===== config.mk =====
export PLATFORM = sky130hd
export DESIGN_NAME = pulse_train_gen
export DESIGN_NICKNAME = d
export VERILOG_FILES = /design/src/rtl/pulse_train_pkg.sv /design/src/rtl/trig_edge_det.sv /design/src/rtl/pulse_train_gen.sv
export SDC_FILE = /design/constraint.sdc
export NUM_CORES = 1
export LEC_CHECK = 0
export ABC_AREA = 1
export CORE_ASPECT_RATIO = 1.25
export CORE_UTILIZATION = 57
export DETAILED_ROUTE_END_ITERATION = 10
export PLACE_DENSITY = 0.78
export SLEW_MARGIN = 40
export SYNTH_ARGS = -nofsm -noshare
export SYNTH_HDL_FRONTEND = slang
export SYNTH_SLANG_ARGS = --single-unit

===== constraint.sdc =====
create_clock -name sys_clk -period 4.8 [get_ports sys_clk]
set_input_delay 0.96 -clock sys_clk [delete_from_list [all_inputs] [get_ports sys_clk]]
set_output_delay 0.96 -clock sys_clk [all_outputs]
set_load 0.02 [all_outputs]

===== src/rtl/pulse_train_pkg.sv =====
// ============================================================================
// Module  : pulse_train_pkg
// Brief   : State encoding and default widths shared by the pulse train blocks.
// Revision: 1.0 - initial release
// ============================================================================
`default_nettype none

package pulse_train_pkg;

    localparam int c_cnt_w_default       = 21;
    localparam int c_cnt_pulse_w_default = 4;

    localparam logic [1:0] c_st_idle = 2'd0;
    localparam logic [1:0] c_st_high = 2'd1;
    localparam logic [1:0] c_st_low  = 2'd2;
    localparam logic [1:0] c_st_fin  = 2'd3;

endpackage

`default_nettype wire


===== src/rtl/trig_edge_det.sv =====
// ============================================================================
// Module  : trig_edge_det
// Brief   : One-register rising-edge detector for command trigger flags.
// Revision: 1.0 - initial release
// ============================================================================
`default_nettype none

module trig_edge_det (
    input  logic clk,
    input  logic rst,
    input  logic i_sig,
    output logic o_rise
);

    logic r_sig_d;

    // Reset to 1 so a trigger held high across reset release is not an edge.
    always_ff @(posedge clk) begin
        if (rst) r_sig_d <= 1'b1;
        else     r_sig_d <= i_sig;
    end

    assign o_rise = i_sig & ~r_sig_d;

endmodule

`default_nettype wire


===== src/rtl/pulse_train_gen.sv =====
// ============================================================================
// Module  : pulse_train_gen
// Brief   : Triggered multi-channel pulse burst generator with busy/done status.
//           Define PULSE_TRAIN_RETRIG_EN to restart bursts on a busy trigger.
// Revision: 1.0 - initial release
// ============================================================================
`default_nettype none

module pulse_train_gen
    import pulse_train_pkg::*;
#(
    parameter int NUM_CH      = 2,
    parameter int CNT_W       = c_cnt_w_default,
    parameter int CNT_PULSE_W = c_cnt_pulse_w_default
) (
    input  logic                   sys_clk,
    input  logic                   sys_rst,
    input  logic                   trig_in,
    input  logic [CNT_W-1:0]       pulse_width1,
    input  logic [CNT_W-1:0]       pulse_width2,
    input  logic [CNT_W-1:0]       pulse_gap,
    input  logic [CNT_PULSE_W-1:0] pulse_count,
    input  logic [NUM_CH-1:0]      ch_en,
    input  logic [NUM_CH-1:0]      ch_pol,
    output logic [NUM_CH-1:0]      pulse_out,
    output logic                   busy,
    output logic                   done,
    output logic                   overrun
);

    logic [1:0]             r_state, w_state_next;
    logic [CNT_W-1:0]       r_cnt, w_cnt_next;
    logic [CNT_PULSE_W-1:0] r_pnum, w_pnum_next;
    logic [CNT_W-1:0]       r_w1, r_w2, r_gap;
    logic [CNT_PULSE_W-1:0] r_count;
    logic [NUM_CH-1:0]      r_en, r_pol, r_pulse;
    logic [NUM_CH-1:0]      w_en_next, w_pol_next;
    logic [CNT_W-1:0]       w_hi_len;
    logic                   w_edge, w_start, w_latch;

    function automatic logic [CNT_W-1:0] f_eff(input logic [CNT_W-1:0] x);
        return (x == '0) ? CNT_W'(1) : x;
    endfunction

    trig_edge_det u_trig_edge_det (
        .clk    (sys_clk),
        .rst    (sys_rst),
        .i_sig  (trig_in),
        .o_rise (w_edge)
    );

    assign w_hi_len = (r_pnum == CNT_PULSE_W'(1)) ? r_w1 : r_w2;

    always_comb begin
        w_state_next = r_state;
        w_cnt_next   = r_cnt;
        w_pnum_next  = r_pnum;
        w_latch      = 1'b0;
        case (r_state)
            c_st_high: begin
                if (r_cnt == f_eff(w_hi_len) - CNT_W'(1)) begin
                    w_cnt_next   = '0;
                    w_state_next = (r_pnum == r_count) ? c_st_fin : c_st_low;
                end else begin
                    w_cnt_next = r_cnt + CNT_W'(1);
                end
            end
            c_st_low: begin
                if (r_cnt == f_eff(r_gap) - CNT_W'(1)) begin
                    w_cnt_next   = '0;
                    w_pnum_next  = r_pnum + CNT_PULSE_W'(1);
                    w_state_next = c_st_high;
                end else begin
                    w_cnt_next = r_cnt + CNT_W'(1);
                end
            end
            c_st_fin: w_state_next = c_st_idle;
            default:  ;
        endcase

`ifdef PULSE_TRAIN_RETRIG_EN
        w_start = w_edge;
`else
        w_start = w_edge & (r_state == c_st_idle);
`endif
        // A zero-length burst goes straight to FIN so done still strobes.
        if (w_start) begin
            w_latch      = 1'b1;
            w_cnt_next   = '0;
            w_pnum_next  = CNT_PULSE_W'(1);
            w_state_next = (pulse_count != '0) ? c_st_high : c_st_fin;
        end
    end

    assign w_en_next  = w_latch ? ch_en  : r_en;
    assign w_pol_next = w_latch ? ch_pol : r_pol;

    always_ff @(posedge sys_clk) begin
        if (sys_rst) begin
            r_state <= c_st_idle;
            r_cnt   <= '0;
            r_pnum  <= '0;
            r_w1    <= '0;
            r_w2    <= '0;
            r_gap   <= '0;
            r_count <= '0;
            r_en    <= '0;
            r_pol   <= '0;
            r_pulse <= '0;
        end else begin
            r_state <= w_state_next;
            r_cnt   <= w_cnt_next;
            r_pnum  <= w_pnum_next;
            r_en    <= w_en_next;
            r_pol   <= w_pol_next;
            r_pulse <= ({NUM_CH{w_state_next == c_st_high}} & w_en_next) ^ w_pol_next;
            if (w_latch) begin
                r_w1    <= pulse_width1;
                r_w2    <= pulse_width2;
                r_gap   <= pulse_gap;
                r_count <= pulse_count;
            end
        end
    end

`ifdef PULSE_TRAIN_RETRIG_EN
    assign overrun = 1'b0;
`else
    logic r_overrun;

    always_ff @(posedge sys_clk) begin
        if (sys_rst)                             r_overrun <= 1'b0;
        else if (w_edge && r_state != c_st_idle) r_overrun <= 1'b1;
    end

    assign overrun = r_overrun;
`endif

    assign pulse_out = r_pulse;
    assign busy      = (r_state == c_st_high) || (r_state == c_st_low);
    assign done      = (r_state == c_st_fin);

endmodule

`default_nettype wire


Yosys cells after proc, flatten, opt, wreduce, memory -nomap -nowiden
Index checks and enable logic that the tools add are counted.
{"block": "classes", "mux": 18, "bitwise": 5, "add_sub_neg": 4, "n_eq_ne": 8, "reduce_logical": 13}
{"cell": "$mux 21", "n": 5}
{"cell": "$eq 21x21->1", "n": 2}
{"cell": "$logic_not 21->1", "n": 2}
{"cell": "$pmux 21 s2", "n": 1}
{"cell": "$sub 21x1->21 const B", "n": 2}
{"cell": "$add 21x1->21 const B", "n": 1}
{"cell": "$mux 2", "n": 6}
{"cell": "$reduce_bool 2->1", "n": 4}
{"cell": "$pmux 2 s3", "n": 1}
{"cell": "$mux 1", "n": 5}
{"cell": "$add 4x1->4 const B", "n": 1}
{"cell": "$eq 2x1->1 const B", "n": 2}
{"cell": "$eq 2x2->1 const B", "n": 2}
{"cell": "$eq 4x1->1 const B", "n": 1}
{"cell": "$eq 4x4->1", "n": 1}
{"cell": "$reduce_and 2->1", "n": 2}
{"cell": "$reduce_bool 4->1", "n": 1}
{"cell": "$and 1x1->1", "n": 2}
{"cell": "$and 2x2->2", "n": 1}
{"cell": "$logic_not 2->1", "n": 1}
{"cell": "$reduce_or 2->1", "n": 1}
{"cell": "$xor 2x2->2", "n": 1}
{"cell": "$logic_and 1x1->1", "n": 1}
{"cell": "$logic_or 1x1->1", "n": 1}
{"cell": "$not 1->1", "n": 1}
{"block": "word_totals", "word_cells": 61, "input_bits": 74, "out_inout_bits": 5, "regBits": 102}

Logic depth before layout (Yosys ltp)
Gate-level depths: netlist (run 1).
{"block": "logic_depth", "depth_word": 12, "depth_mapped": 31, "depth_no_buf": 29}

Hierarchy
Synthesis (run 1) repeated with hierarchy kept, for this count alone.
{"block": "hier_totals", "cells_unflattened": 1045, "area_unflattened_um2": 6638.9}
{"mod": "pulse_train_gen", "area_per_inst_um2": 6601.3, "seq_area_each_um2": 2021.9, "instances": 1, "cells_per_inst": 1040}
{"mod": "trig_edge_det", "area_per_inst_um2": 37.5, "seq_area_each_um2": 20.0, "instances": 1, "cells_per_inst": 5}

Worst setup path before layout (run 1)
OpenSTA, ideal clock, no wires.
{"block": "synth_path", "path_kind": "reg2reg", "start": "register r_pnum[0]", "end": "register r_pulse[0], in the netlist pulse_out[0]", "path_slack_ns": 1.406, "setup_ns": 0.112, "stages_incl_launch_ff": 28, "t_arrival_ns": 3.281, "path_buffers": 2, "synth_period_minus_slack_ns": 3.394, "required_time_ns": 4.688, "path_cell_list": "dfxtp_1 > ha_1 > buf_4 > clkbuf_1 > nand3_1 > nand2_2 > nor2_1 > nand2_1 > nor2_1 > nand3_2 > nand2_2 > inv_2 > ha_1 > nand2_1 > nor2_4 > nand3_2 > nor2_1 > xnor3_1 > nand3_2 > nor2_2 > nand3_1 > nand2_1 > nand2_1 > nand2_1 > a21oi_2 > nand3_1 > nand2_1 > nand2_1"}
{"block": "synth_between", "elab_chain_len": 12, "elab_cells_between_ends": 14, "classes_between": "add/sub (1); eq/ne (4); mux (6); bitwise (2); reduce/logical (1)"}
{"element": "from (decl)", "line": "pulse_train_gen.sv:33", "rtl": "logic [CNT_PULSE_W-1:0] r_pnum, w_pnum_next;"}
{"element": "from (signal assigned)", "line": "pulse_train_gen.sv:113", "rtl": "r_pnum <= w_pnum_next;"}
{"element": "$eq 4x1->1", "line": "pulse_train_gen.sv:52", "rtl": "assign w_hi_len = (r_pnum == CNT_PULSE_W'(1)) ? r_w1 : r_w2;"}
{"element": "$mux 21", "line": "pulse_train_gen.sv:52"}
{"element": "$logic_not 21->1", "line": "pulse_train_gen.sv:42", "rtl": "return (x == '0) ? CNT_W'(1) : x;"}
{"element": "$mux 21", "line": "pulse_train_gen.sv:42"}
{"element": "$sub 21x1->21", "line": "pulse_train_gen.sv:61", "rtl": "if (r_cnt == f_eff(w_hi_len) - CNT_W'(1)) begin"}
{"element": "$eq 21x21->1", "line": "pulse_train_gen.sv:61"}
{"element": "$mux 2 *", "line": "pulse_train_gen.sv:61"}
{"element": "$pmux 2 s3 *", "line": "pulse_train_gen.sv:59", "rtl": "case (r_state)"}
{"element": "$mux 2 *", "line": "pulse_train_gen.sv:87", "rtl": "if (w_start) begin"}
{"element": "$eq 2x1->1 *", "line": "pulse_train_gen.sv:116", "rtl": "r_pulse <= ({NUM_CH{w_state_next == c_st_high}} & w_en_next) ^ w_pol_next;"}
{"element": "$and 2x2->2 *", "line": "pulse_train_gen.sv:116"}
{"element": "$xor 2x2->2 *", "line": "pulse_train_gen.sv:116"}
{"element": "to (signal assigned)", "line": "pulse_train_gen.sv:116"}
{"element": "to (decl)", "line": "pulse_train_gen.sv:36", "rtl": "logic [NUM_CH-1:0] r_en, r_pol, r_pulse;"}
Mark *: on every way between the ends. The rest lies on a longest branch, timed or not.
A chain may end at the register's enable or synchronous reset.

Worst setup path in the final report (run 1)
{"block": "layout_path", "start": "register r_pnum[2]", "end": "register r_cnt[1]"}
{"block": "layout_between", "elab_chain_len": 8}
{"element": "$eq 4x1->1 *", "line": "pulse_train_gen.sv:52"}
{"element": "$mux 21 *", "line": "pulse_train_gen.sv:52"}
{"element": "$logic_not 21->1", "line": "pulse_train_gen.sv:42"}
{"element": "$mux 21 *", "line": "pulse_train_gen.sv:42"}
{"element": "$sub 21x1->21 *", "line": "pulse_train_gen.sv:61"}
{"element": "$eq 21x21->1 *", "line": "pulse_train_gen.sv:61"}
{"element": "$mux 21 *", "line": "pulse_train_gen.sv:61"}
{"element": "$pmux 21 s2 *", "line": "pulse_train_gen.sv:59"}
{"element": "to (signal assigned)", "line": "pulse_train_gen.sv:112", "rtl": "r_cnt <= w_cnt_next;"}
{"element": "to (decl)", "line": "pulse_train_gen.sv:32", "rtl": "logic [CNT_W-1:0] r_cnt, w_cnt_next;"}
Marked as above.

==> run summary, run 1 <==
PLACEMENT
--------------------------------------------------------------------------------
Pre-CTS setup slack ...............................................    0.5655 ns
Buffers added on ports ............................................           78
Global placer's final weighted congestion .........................       0.9472
Detailed Place HPWL ...............................................     13090 µm
Count of placed standard cells including taps .....................         1228

STA
--------------------------------------------------------------------------------
Final hold violation count ........................................            0
Post-route minimum period .........................................     4.325 ns
Headroom to the max-slew limit ....................................       0.4744
PnR worst setup slack .............................................    0.4750 ns
Maximum achievable frequency ......................................    231.2 MHz
Measured slew at the worst slew-check pin .........................    0.7883 ns
Total negative slack ..............................................         0 ns
Fin. max-slew vios ................................................            0
Unrepaired setup endpoints after global routing ...................           no
Final period utilization ..........................................       0.9010
Clock skew after layout ...........................................   0.01196 ns
Setup-violating endpoint count in the final report ................            0

CELLS AND AREA
--------------------------------------------------------------------------------
Layout Nets .......................................................         1161
Final Instance Count excl. Fillers ................................         1243
N_diodes ..........................................................            0
Finished Core Util ................................................       0.6752
Leading cell types in the layout, fill and taps excluded .......... 199 x nor2_1, 173 x nand2_1, 102 x dfxtp_1
Syn-to-layout area delta ..........................................       15.90%
Layout cells sized above 1 ........................................      0.09150
Most common library cell in the layout ignoring fill and taps .....       nor2_1

CLOCK TREE
--------------------------------------------------------------------------------
Sink Count ........................................................          102
Total clock buffers created by CTS ................................            9
Post-CTS Hold Fix Bufs ............................................            0
CTS tree ..........................................................        built
Clock Path Buffers ................................................            2
Clock latency on the worst-skew pair ..............................      0.35 ns
# resized after CTS ...............................................            0
Root buffer cell ..................................................    clkbuf_16
Number of H-tree branching levels .................................            3
Number of setup buffers added after CTS ...........................            0
Reg clk slew, reported paths ......................................      0.07 ns

FLOORPLAN
--------------------------------------------------------------------------------
Die extent in y ...................................................     123.8 µm
Top-Level Pins ....................................................           79
Full die area .....................................................    12320 µm²
Die width .........................................................     99.46 µm
Number of standard-cell rows in the floorplan .....................           44
Initial core utilization ..........................................       0.5826
Standard cell core area ...........................................    11620 µm²

GRT
--------------------------------------------------------------------------------
Number of antenna violations at the first check in global routing .            0
All-Layer GR Usage ................................................       0.2939
Wire length of the first global-routing pass ......................     28620 µm
Maximum number of pins on one net before global-route repair ......           87
Vias in the first global route ....................................         5898
Global route total overflow .......................................            0

DETAILED ROUTING
--------------------------------------------------------------------------------
Routed wirelength normalized by instance count ....................     13.89 µm
Final routed DRC violation total ..................................            0
Mean number of vias per cell ......................................        5.294
DR iter-0 viols ...................................................          458
First drt pass iteration count ....................................            5
Post-route ant nets ...............................................            0
Final WL ..........................................................     17270 µm
Number of vias in the routed layout ...............................         6581

SYNTH
--------------------------------------------------------------------------------
Number of library cell types mapped by synthesis ..................           44
Post-Syn Area per Cell ............................................    6.577 µm²
Yosys warning total ...............................................            0
Post-synthesis cell area ..........................................     6768 µm²
Post-synthesis sequential element count ...........................          102
Synthesized instance count ........................................         1029
Sequential element share of the synthesized area ..................       0.3017
Number of nets in the synthesized netlist .........................         1112

SETUP PATH
--------------------------------------------------------------------------------
Data required time at the worst endpoint ..........................      5.03 ns
Crit path max fanout ..............................................           24
Crit path arrival time ............................................      4.55 ns
Category of the critical setup timing path ........................ flip-flop to flip-flop
Endpoint class of the critical path ...............................    flip-flop
Critical Path Start Type ..........................................    flip-flop

PWR
--------------------------------------------------------------------------------
VDD IR-drop max ...................................................    0.2468 mV
Total power .......................................................      3268 µW
PD cells .......................................................... 416.6 nW/µm²
Leakage power .....................................................  0.003440 µW

MIN PATH
--------------------------------------------------------------------------------
Worst min-delay path category ..................................... flip-flop to flip-flop

JOB
--------------------------------------------------------------------------------
Max cap viols .....................................................            0

RUN STATUS
--------------------------------------------------------------------------------
Run status ........................................................ finished, final reports clean

report_power, final:
| part | switching (µW) | internal (µW) |
|---|---|---|
| sequential | 63.1 | 923 |
| clock | 326 | 350 |
| combinational | 1030 | 579 |
per-layer routing:
layer,up-vias,track usage,wire length [µm]
li1,3398,-,-
met1,2937,0.4123,8137
met2,208,0.4609,7814
met3,38,0.03086,804
met4,0,0.1232,511
met5,-,0,0
state kept, by name, indices dropped and copies added (netlist names), 4 cells and up:
| signal | count |
|---|---|
| r_cnt | 21 |
| r_w2 | 21 |
| r_pnum | 4 |
| r_count | 4 |
| r_w1 | 21 |
| r_gap | 21 |
through the flow:
step | cell area [µm²] | hold slack [ns]
floorplan | 6768 | 0.4297
global placement | 7580 | 0.4405
detailed placement | 7580 | 0.4533
CTS | 7844 | 0.4624
global route | 7844 | 0.4908
finish | 7844 | 0.4632
cells by family (layout without fill, tap and decap cells):
logic type                 count (synthesis)  in the layout  synth area share
AOI/OAI and AO/OA                        140            140            0.1115
buffers and inverters                    151            204           0.09096
adders and majority gates                  9              9           0.01664
muxes                                      2              2          0.002958
and+or+nand+nor                          558            558            0.3875
xor gates and xnor gates                  67             67           0.08874
DFF                                      102            102            0.3017
worst paths after layout:
kind / slack, ns / end / start / depth (start not counted)
worst max register to register: 0.48 / r_cnt[1] / r_pnum[2] / 22
worst min register to register: 0.46 / r_w2[20] / r_w2[20] / 2
worst min-delay path: 0.46 / r_w2[20] / r_w2[20] / 2
worst max-delay path: 0.48 / r_cnt[1] / r_pnum[2] / 22
final cells by class:
cell class / instances / area, µm²
fillers: 1055 / 3772
repair buffers: 85 / 833.3
inverters: 104 / 390.4
clock buffers: 10 / 229.0
well taps: 161 / 201.4
multi-input cells: 776 / 4113
clock inverters: 5 / 35.03
flip-flops and latches: 102 / 2042
Yosys cell counts (all sizes together):
library cell,instances,area (µm²)
nor2,215,869.6
nand2,196,813.3
dfxtp,102,2042
inv,101,379.1
o21ai,79,406.7
nand3,76,480.5
a21oi,52,279.0
xor2,48,420.4
clkbuf,36,135.1
nand4,32,200.2
nor3,18,100.1
xnor2,18,157.7
buf,11,90.07
ha,9,112.6
nand3b,7,56.30
nor4,6,37.54
or2,4,25.02
a211oi,3,22.52
clkinv,3,11.26
nor3b,3,33.78
mux2i,2,20.02
o21bai,2,15.01
and3,1,6.260
o211a,1,10.01
o211ai,1,7.510
o21a,1,7.510
o22ai,1,6.260
xnor3,1,22.52
critical path, stage by stage (launching register included):
cell	delay, ns
dfxtp_1	0.39
nor2_4	0.38
nand2_4	0.30
nand2_1	0.12
nand2_1	0.13
nor2_4	0.19
nand2_1	0.08
nor2_2	0.09
nand3_2	0.26
nand2_2	0.19
inv_2	0.06
ha_1	0.21
nand2_1	0.11
nor2_4	0.06
xnor2_1	0.18
or2_2	0.15
nand3_1	0.08
nor3_2	0.16
nand4_1	0.10
nor2_1	0.13
nand3_2	0.47
nand4_1	0.24
a21oi_1	0.08
Note: power is estimated with default switching activity, not from simulation.
==> run 2: changes to the inputs <==
--- a/config.mk
+++ b/config.mk
@@ -8,6 +8,7 @@
 export ABC_AREA = 1
 export CORE_ASPECT_RATIO = 1.25
 export CORE_UTILIZATION = 57
+export CTS_BUF_LIST = sky130_fd_sc_hd__clkbuf_2 sky130_fd_sc_hd__clkbuf_4 sky130_fd_sc_hd__clkbuf_8
 export DETAILED_ROUTE_END_ITERATION = 10
 export PLACE_DENSITY = 0.78
 export SLEW_MARGIN = 40
==> run summary, run 2 (synthesis results as in run 1) <==
RUN STATUS
--------------------------------------------------------------------------------
Run status ........................................................ finished, final reports clean   unchanged

STA
--------------------------------------------------------------------------------
Clock skew after layout ...........................................   0.01629 ns   was 0.01196 ns
Maximum achievable frequency ......................................    231.9 MHz   was 231.2 MHz
Unrepaired setup endpoints after global routing ...................           no   unchanged
Final period utilization ..........................................       0.8984   was 0.9010
Final hold violation count ........................................            0   unchanged
Post-route minimum period .........................................     4.313 ns   was 4.325 ns
Measured slew at the worst slew-check pin .........................    0.7825 ns   was 0.7883 ns
Headroom to the max-slew limit ....................................       0.4783   was 0.4744
Fin. max-slew vios ................................................            0   unchanged
Total negative slack ..............................................         0 ns   unchanged
Setup-violating endpoint count in the final report ................            0   unchanged

CELLS AND AREA
--------------------------------------------------------------------------------
Syn-to-layout area delta ..........................................       14.46%   was 15.90%
Most common library cell in the layout ignoring fill and taps .....       nor2_1   unchanged
Leading cell types in the layout, fill and taps excluded .......... 199 x nor2_1, 173 x nand2_1, 102 x dfxtp_1   unchanged
Design Area, Final ................................................     7746 µm²   was 7844 µm²
Layout cells sized above 1 ........................................      0.09242   was 0.09150
N_diodes ..........................................................            0   unchanged
Layout Nets .......................................................         1161   unchanged

GRT
--------------------------------------------------------------------------------
Vias in the first global route ....................................         5903   was 5898
All-Layer GR Usage ................................................       0.2917   was 0.2939
Maximum number of pins on one net before global-route repair ......           87   unchanged
Number of antenna violations at the first check in global routing .            0   unchanged
Global route total overflow .......................................            0   unchanged
Wire length of the first global-routing pass ......................     28410 µm   was 28620 µm

SETUP PATH
--------------------------------------------------------------------------------
Worst reg2reg path endpoint .......................................     r_cnt[6]   was r_cnt[1]
Category of the critical setup timing path ........................ flip-flop to flip-flop   unchanged
Endpoint class of the critical path ...............................    flip-flop   unchanged
Crit path max fanout ..............................................           24   unchanged
Minimum setup slack among reg-to-reg paths ........................      0.49 ns   was 0.48 ns
Crit path arrival time ............................................      4.57 ns   was 4.55 ns
Worst-case reg-to-reg path depth ..................................           22   unchanged
Origin of the critical flop-to-flop path ..........................    r_pnum[2]   unchanged
Critical Path Start Type ..........................................    flip-flop   unchanged
Data required time at the worst endpoint ..........................      5.06 ns   was 5.03 ns

MIN PATH
--------------------------------------------------------------------------------
Startpoint of the tightest hold check path ........................     r_w2[20]   unchanged
Endpoint of the worst hold-timing path ............................     r_w2[20]   unchanged
Count of cells along the worst hold path ..........................            2   unchanged
Worst min-delay path category ..................................... flip-flop to flip-flop   unchanged

PWR
--------------------------------------------------------------------------------
PD cells .......................................................... 397.6 nW/µm²   was 416.6 nW/µm²
VDD IR-drop max ...................................................    0.2792 mV   was 0.2468 mV
Leakage power .....................................................  0.003397 µW   was 0.003440 µW

DETAILED ROUTING
--------------------------------------------------------------------------------
Number of vias in the routed layout ...............................         6571   was 6581
Final routed DRC violation total ..................................            0   unchanged
Final WL ..........................................................     17020 µm   was 17270 µm
Mean number of vias per cell ......................................        5.286   was 5.294
First drt pass iteration count ....................................            6   was 5
DR iter-0 viols ...................................................          479   was 458
Routed wirelength normalized by instance count ....................     13.69 µm   was 13.89 µm
Post-route ant nets ...............................................            0   unchanged

CLOCK TREE
--------------------------------------------------------------------------------
Clock Path Buffers ................................................            2   unchanged
Reg clk slew, reported paths ......................................      0.09 ns   was 0.07 ns
Root buffer cell ..................................................     clkbuf_8   was clkbuf_16
Number of H-tree branching levels .................................            3   unchanged
Clock latency on the worst-skew pair ..............................      0.38 ns   was 0.35 ns
Post-CTS Hold Fix Bufs ............................................            0   unchanged
Total clock buffers created by CTS ................................            9   unchanged
# resized after CTS ...............................................            0   unchanged
Number of setup buffers added after CTS ...........................            0   unchanged
Sink Count ........................................................          102   unchanged
CTS tree ..........................................................        built   unchanged

FLOORPLAN
--------------------------------------------------------------------------------
Number of standard-cell rows in the floorplan .....................           44   unchanged
Standard cell core area ...........................................    11620 µm²   unchanged
Full die area .....................................................    12320 µm²   unchanged
Top-Level Pins ....................................................           79   unchanged
Die extent in y ...................................................     123.8 µm   unchanged
Initial core utilization ..........................................       0.5826   unchanged
Die width .........................................................     99.46 µm   unchanged

PLACEMENT
--------------------------------------------------------------------------------
Global placer's final weighted congestion .........................       0.9472   unchanged
Area post-placement ...............................................     7580 µm²   unchanged
Detailed Place HPWL ...............................................     13090 µm   unchanged
Buffers added on ports ............................................           78   unchanged

JOB
--------------------------------------------------------------------------------
Max cap viols .....................................................            0   unchanged

-- run 2: cell count changes in the layout (fill, tap and decap cells not counted) --
cell       change
clkbuf_4       +1
clkbuf_1       -1
clkbuf_16      -9
clkbuf_8       +9
-- run 2: area by class of cell --
class                      instances  area, µm²
tap                              161      201.4
sequential                       102       2042
inverter                         104      390.4
multi-input combinational        776       4113
timing repair buffer              85      833.3
fill                            1070       3870
clock inverter                     5      35.03
clock buffer                      10      131.4
-- run 2: per-stage QoR --
step / total power [µW] / worst slack (ns) / instances / hold slack [ns] / utilization
2_1_floorplan: 2221 / 1.406 / 1029 / 0.4297 / -
3_3_place_gp: 2564 / 0.7223 / 1228 / 0.4405 / 0.6525
3_5_place_dp: 2574 / 0.5655 / 1228 / 0.4533 / 0.6525
4_1_cts: 3068 / 0.5366 / 1243 / 0.4664 / 0.6668
5_1_grt: 3321 / 0.03576 / 1243 / 0.4927 / 0.6668
6_report: 3080 / 0.4875 / 1243 / 0.4643 / 0.6668
-- run 2: report_power, final --
part	leakage, µW	switching, µW	internal [µW]	total (µW)
logic	0.00248	1020	579	1600
registers	0.000830	62.3	923	985
clock network	0.0000859	306	193	499
-- run 2: critical path, stage by stage (launching register included) --
cell	delay, ns
dfxtp_1	0.39
nor2_4	0.37
nand2_4	0.29
nand2_1	0.12
nand2_1	0.13
nor2_4	0.19
nand2_1	0.08
nor2_2	0.09
nand3_2	0.26
nand2_2	0.19
inv_2	0.07
ha_1	0.22
nand2_1	0.11
nor2_4	0.06
xnor2_1	0.19
or2_2	0.15
nand3_1	0.08
nor3_2	0.17
nand4_1	0.09
nor2_1	0.13
nand3_2	0.47
nand4_1	0.24
a21oi_1	0.08
-- run 2: worst max-delay path by stage --
| stage | startpoint | slack, ns | cells after the start | to |
|---|---|---|---|---|
| after detailed placement | r_pnum[2] | 0.57 | 22 | r_cnt[1] |
| after global routing | r_pnum[2] | 0.04 | 20 | r_cnt[6] |
| final | r_pnum[2] | 0.49 | 22 | r_cnt[6] |
| after floorplan | r_pnum[0] | 1.41 | 27 | pulse_out[0] |
| after global placement | r_pnum[2] | 0.72 | 22 | r_cnt[2] |
| after CTS | r_pnum[2] | 0.54 | 22 | r_cnt[18] |
-- run 2: metal layers --
layer  track usage  up-vias  part of all wire
met1        0.4076     2943              0.47
li1              -     3402                 -
met4        0.1213        0             0.028
met2        0.4588      194              0.45
met5             0        -                 0
met3       0.03199       32             0.047
